**config.mk**
```make
export PLATFORM = sky130hd
export DESIGN_NAME = cic_sample_fifo
export DESIGN_NICKNAME = d
export VERILOG_FILES = /design/src/rtl/cic_sample_fifo.sv
export SDC_FILE = /design/constraint.sdc
export NUM_CORES = 1
export LEC_CHECK = 0
export CAP_MARGIN = 10
export CORE_AREA = 2 2 91 115
export DETAILED_ROUTE_END_ITERATION = 7
export DIE_AREA = 0 0 93 117
export GPL_TIMING_DRIVEN = 0
export HOLD_SLACK_MARGIN = 0.1
export PLACE_DENSITY = 0.83
export SKIP_LAST_GASP = 1
export SLEW_MARGIN = 20
export SYNTH_ARGS = -nofsm -noshare
export SYNTH_HDL_FRONTEND = slang
export SYNTH_SLANG_ARGS = --single-unit
export TNS_END_PERCENT = 50
```
**constraint.sdc**
```tcl
create_clock -name clk -period 4.5 [get_ports clk]
set_clock_uncertainty 0.05 [all_clocks]
set_input_delay 0.9 -clock clk [delete_from_list [all_inputs] [get_ports clk]]
set_output_delay 0.9 -clock clk [all_outputs]
set_load 0.05 [all_outputs]
```
**src/rtl/cic_sample_fifo.sv**
```systemverilog
// cic_sample_fifo: decimation timing for a CIC filter plus a small show-ahead
// sample FIFO. A free-running counter produces the decimated clock and one
// capture strobe per period; after a settle phase the sampled CIC output is
// pushed into the FIFO, which the consumer drains with a valid/ready handshake.
module cic_sample_fifo #(
  parameter int DECIMATION_FACTOR = 256,
  parameter int CLOCK_WIDTH       = $clog2(DECIMATION_FACTOR),
  parameter int NUMBITS           = 3*CLOCK_WIDTH+1,
  parameter int CAPTURE_DELAY     = 4,
  parameter int SETTLE_SAMPLES    = 3,
  parameter int FIFO_DEPTH        = 4
) (
  input  logic                         clk,
  input  logic                         reset_n,
  input  logic                         enable,
  input  logic [NUMBITS-1:0]           cic_out,
  output logic                         divided_clk,
  output logic [NUMBITS-1:0]           out_data,
  output logic                         out_valid,
  input  logic                         out_ready,
  output logic [$clog2(FIFO_DEPTH):0]  level,
  output logic                         overflow,
  input  logic                         clr_ovf,
  output logic [15:0]                  sample_count
);

  localparam int AW = $clog2(FIFO_DEPTH);
  localparam int LW = AW + 1;

  localparam logic [CLOCK_WIDTH-1:0] CNT_LAST    = CLOCK_WIDTH'(DECIMATION_FACTOR - 1);
  localparam logic [CLOCK_WIDTH-1:0] CNT_HALF    = CLOCK_WIDTH'(DECIMATION_FACTOR / 2);
  localparam logic [CLOCK_WIDTH-1:0] CNT_CAPTURE = CLOCK_WIDTH'(CAPTURE_DELAY);
  localparam logic [2:0]             SETTLE_MAX  = 3'(SETTLE_SAMPLES);
  localparam logic [LW-1:0]          LEVEL_FULL  = LW'(FIFO_DEPTH);

  // Decimation timing state
  logic [CLOCK_WIDTH-1:0] div_cnt_reg, div_cnt_next;
  logic                   divided_clk_reg, divided_clk_next;
  logic [2:0]             settle_cnt_reg, settle_cnt_next;

  // FIFO state
  logic [NUMBITS-1:0]     mem [FIFO_DEPTH];
  logic [AW-1:0]          wr_ptr_reg, wr_ptr_next;
  logic [AW-1:0]          rd_ptr_reg, rd_ptr_next;
  logic [LW-1:0]          level_reg, level_next;
  logic                   overflow_reg, overflow_next;
  logic [15:0]            sample_count_reg, sample_count_next;

  // Per-cycle events
  logic capture;
  logic keep;
  logic full;
  logic pop;
  logic push;
  logic drop;

  // Capture decision: one strobe per period, discarded while settling
  always_comb begin
    capture = enable && (div_cnt_reg == CNT_CAPTURE);
    keep    = capture && (settle_cnt_reg >= SETTLE_MAX);
    full    = (level_reg == LEVEL_FULL);
    pop     = (level_reg != '0) && out_ready;
    // A full FIFO still accepts a sample when the head leaves on the same edge
    push    = keep && (!full || pop);
    drop    = keep && full && !pop;
  end

  // Next-state for the counter, decimated clock and settle counter
  always_comb begin
    div_cnt_next     = div_cnt_reg;
    settle_cnt_next  = settle_cnt_reg;
    if (enable) begin
      div_cnt_next = (div_cnt_reg == CNT_LAST) ? '0 : div_cnt_reg + 1'b1;
    end
    // Registered from the next count so the flop always mirrors div_cnt >= D/2
    divided_clk_next = (div_cnt_next >= CNT_HALF);
    if (!enable) begin
      settle_cnt_next = '0;
    end else if (capture && (settle_cnt_reg < SETTLE_MAX)) begin
      settle_cnt_next = settle_cnt_reg + 1'b1;
    end
  end

  // Next-state for pointers, occupancy, overflow flag and push counter
  always_comb begin
    wr_ptr_next       = wr_ptr_reg;
    rd_ptr_next       = rd_ptr_reg;
    level_next        = level_reg;
    overflow_next     = overflow_reg;
    sample_count_next = sample_count_reg;
    if (push) begin
      wr_ptr_next       = wr_ptr_reg + 1'b1;
      sample_count_next = sample_count_reg + 16'd1;
    end
    if (pop) begin
      rd_ptr_next = rd_ptr_reg + 1'b1;
    end
    case ({push, pop})
      2'b10:   level_next = level_reg + 1'b1;
      2'b01:   level_next = level_reg - 1'b1;
      default: level_next = level_reg;
    endcase
    // A new drop wins over a coincident clear
    if (drop) begin
      overflow_next = 1'b1;
    end else if (clr_ovf) begin
      overflow_next = 1'b0;
    end
  end

  // State registers with synchronous active-low reset
  always_ff @(posedge clk) begin
    if (!reset_n) begin
      div_cnt_reg      <= '0;
      divided_clk_reg  <= 1'b0;
      settle_cnt_reg   <= '0;
      wr_ptr_reg       <= '0;
      rd_ptr_reg       <= '0;
      level_reg        <= '0;
      overflow_reg     <= 1'b0;
      sample_count_reg <= '0;
    end else begin
      div_cnt_reg      <= div_cnt_next;
      divided_clk_reg  <= divided_clk_next;
      settle_cnt_reg   <= settle_cnt_next;
      wr_ptr_reg       <= wr_ptr_next;
      rd_ptr_reg       <= rd_ptr_next;
      level_reg        <= level_next;
      overflow_reg     <= overflow_next;
      sample_count_reg <= sample_count_next;
    end
  end

  // Sample storage; contents need no reset since occupancy gates visibility
  always_ff @(posedge clk) begin
    if (push) begin
      mem[wr_ptr_reg] <= cic_out;
    end
  end

  // Show-ahead head entry, forced to zero while empty
  always_comb begin
    out_valid = (level_reg != '0);
    out_data  = out_valid ? mem[rd_ptr_reg] : '0;
  end

  assign divided_clk  = divided_clk_reg;
  assign level        = level_reg;
  assign overflow     = overflow_reg;
  assign sample_count = sample_count_reg;

endmodule

```
==> flow_metrics.py <==
metrics = {
    "outcome": {
        "status": "finished clean",
    },
    "final_layout": {
        "layout_common_cells": "100 x edfxtp_1, 75 x clkdlybuf4s50_1, 38 x dfxtp_1, 30 x nor2_1, 28 x and2_1",
        "fin_cells": 596,
        "layout-drive-gt1-share": 0.143,
        "multi_input_comb_area_mm2": 0.00172,
        "syn_to_final_growth_pct": 26.8,
        "antenna_cells": 0,
        "regArea_mm2": 0.00376,
        "fin_nets": 494,
        "largest_register_ffs": 100,
        "nFillCells": 649,
        "layout_commonest_cell": "edfxtp_1",
    },
    "place": {
        "gp_congestion": 0.847,
        "hpwl_mm": 6.74,
        "numPortBuffers": 75,
        "dpl.cell_count": 564,
    },
    "detailed_routing": {
        "via_per_inst": 5.61,
        "first_iter_violations": 214,
        "vias": 3346,
        "drtPass1Iterations": 4,
        "ant_nets": 0,
        "drc": 0,
        "wl_per_cell_um": 18.0,
        "routed_wl_mm": 10.7,
    },
    "worst_setup_path": {
        "criticalPathCategory": "reg2out",
        "critPathMaxStageDelay_ps": 700,
        "critPathLaunchType": "flip-flop",
        "crit_path_end_kind": "output port",
        "rr_startpoint": "settle_cnt_reg[0]$_SDFFE_PN0P_",
        "crit_arrival_ps": 2990,
        "cp_max_fo": 10,
        "required_ps": 3550,
        "reg2regPathDepth": 7,
        "path_cells": "clkbuf_1 > buf_2 > mux4_2 > and2_1 > clkdlybuf4s50_1",
        "r2r_end": "mem[2][12]$_DFFE_PP_",
        "crit_slowest_cell": "clkdlybuf4s50_1",
        "ff2ff_setup_slack_ps": 1970,
    },
    "synth": {
        "ys.flop_type": "edfxtp_1",
        "async_flop_share": 0,
        "netlist_area_mm2": 0.00558,
        "ys_ff_latch": 138,
        "postSynthCellCount": 360,
        "synthTopCellsByArea": "edfxtp_1 54%, dfxtp_1 14%, mux4_2 10%",
        "syn_nets": 400,
        "avgSynthCellArea_um2": 15.5,
        "seq_area_frac_synth": 0.675,
        "yosysTopAreaCell": "edfxtp_1",
        "synth_top_cell_area_share": 0.539,
        "yosysWarnings": 0,
        "synth_enable_flop_cells": 100,
        "synth_cell_types": 38,
    },
    "grt": {
        "antenna_found_initial": 0,
        "grt_pass1_vias": 3443,
        "grt_first_pass_wirelength_mm": 17.1,
        "overflow": 0,
        "grt_max_degree": 26,
        "grt_usage": 0.212,
    },
    "power": {
        "worst_ir_drop_vdd_mv": 0.279,
        "p_clk_frac": 0.486,
        "switching_share": 0.197,
        "p_leak_nw": 2.37,
        "p_comb_frac": 0.018,
        "finalPower_mw": 2.75,
        "internal-power_mw": 2.21,
        "p_switching_uw": 542,
        "p_seq_frac": 0.496,
        "power.density_mw_per_mm2": 389,
    },
    "floorplanning": {
        "io_pins": 77,
        "coreArea_mm2": 0.00985,
        "die_x_um": 93,
        "die_area_mm2": 0.0109,
        "rows": 41,
        "start_util": 0.566,
        "die_y_um": 117,
    },
    "cts": {
        "root_buffer": "clkbuf_16",
        "clock-sinks": 138,
        "postCtsHoldBufs": 0,
        "cts_resized": 0,
        "path_clk_slew_ps": 60,
        "post_cts_buffers": 0,
        "clock_latency_ps": 410,
        "tritoncts": "done",
        "numCtsBuffers": 17,
        "clk_path_buf_depth": 2,
        "h-tree-depth": 4,
    },
    "sta": {
        "fmax_mhz": 254,
        "maxSlewViolCount": 0,
        "tns_ps": 0,
        "worst_pin_slew_ps": 882,
        "hold_viol_final": 0,
        "setup_viol": 0,
        "timing.final.crit_share": 0.876,
        "fin_crit_ps": 3940,
        "rsz0062_at_grt": "no",
        "relSlewSlack": 0.403,
    },
    "worst_hold_path": {
        "hp-class": "reg2reg",
        "worstHoldEndpoint": "sample_count[15]$_SDFFE_PN0P_",
        "hold_depth": 2,
        "min_from": "sample_count[15]$_SDFFE_PN0P_",
    },
    "flow_run": {
        "cap_violations": 0,
    },
}
-- metal layers --
metal / vias up / GRT usage / wire, um
li1: 1551 / - / -
met1: 1656 / 0.253 / 4390
met2: 120 / 0.382 / 5690
met3: 19 / 0.0583 / 504
met4: 0 / 0.0588 / 131
met5: - / 0 / 0
-- cell usage after synthesis, types with 3 or more instances --
cell type,number
mux2i_1,4
and3_1,9
edfxtp_1,100
nand2_1,11
and2_1,28
xor2_1,14
o31ai_1,3
dfxtp_1,38
a21oi_1,10
ha_1,9
nand4_1,11
xnor2_1,8
nand3_1,7
mux4_2,25
nor2_1,30
buf_2,4
nor4_1,3
o21ai_0,3
inv_1,7
clkbuf_1,10
-- logic make-up (layout without fill, tap and decap cells) --
group                      Yosys count  after routing  share of synthesized area
DFF                                138            138                      0.675
and+or+nand+nor                    116            116                      0.118
muxes                               29             29                      0.108
buffers and inverters               23            130                     0.0171
AOI/OAI and AO/OA                   22             22                     0.0238
xor gates and xnor gates            22             22                     0.0346
adders and majority gates           10             10                     0.0238
-- per-stage QoR --
step                setup WS [ps]  utilization  hold slack [ps]  instance area [um2]
global route                  333        0.718              480                 7070
floorplan                    1330            -              413                 5580
global placement              838        0.659              407                 6490
CTS                           451        0.718              442                 7070
finish                        557        0.718              440                 7070
detailed placement            915        0.659              426                 6490
-- power by group through the flow --
stage	sequential (mW)	combinational, mW	clock [mW]
2_1_floorplan	1.39	0.0108	0
3_3_place_gp	1.39	0.0456	0
3_5_place_dp	1.39	0.0482	0
4_1_cts	1.36	0.0486	1.36
5_1_grt	1.36	0.0533	1.41
6_report	1.37	0.0485	1.34
-- how the worst max path moves through the flow --
stage | end | startpoint | cells past startpoint | slack (ps)
3_3_place_gp | mem[0][18]$_DFFE_PP_ | out_ready | 4 | 840
2_1_floorplan | out_data[15] | level[0]$_SDFFE_PN0P_ | 4 | 1330
3_5_place_dp | out_data[19] | flip-flop | 5 | 910
6_report | out_data[8] | flip-flop | 5 | 560
4_1_cts | out_data[8] | flip-flop | 5 | 450
5_1_grt | out_data[15] | flip-flop | 5 | 330
-- final cells by class --
type	count	area share
clock buffers	19	0.0612
well taps	129	0.0228
multi-input cells	199	0.244
repair buffers	75	0.106
plain buffers	15	0.00920
flip-flops and latches	138	0.532
inverters	8	0.00425
clock inverters	13	0.0204
-- worst max-delay path: cells and delay by family (launching register included) --
family | cells | cell delay, ps
buf+inv | 3 | 1530
flops | 1 | 310
mux | 1 | 560
simple gates | 1 | 180
Note: power is estimated with default switching activity, not from simulation.
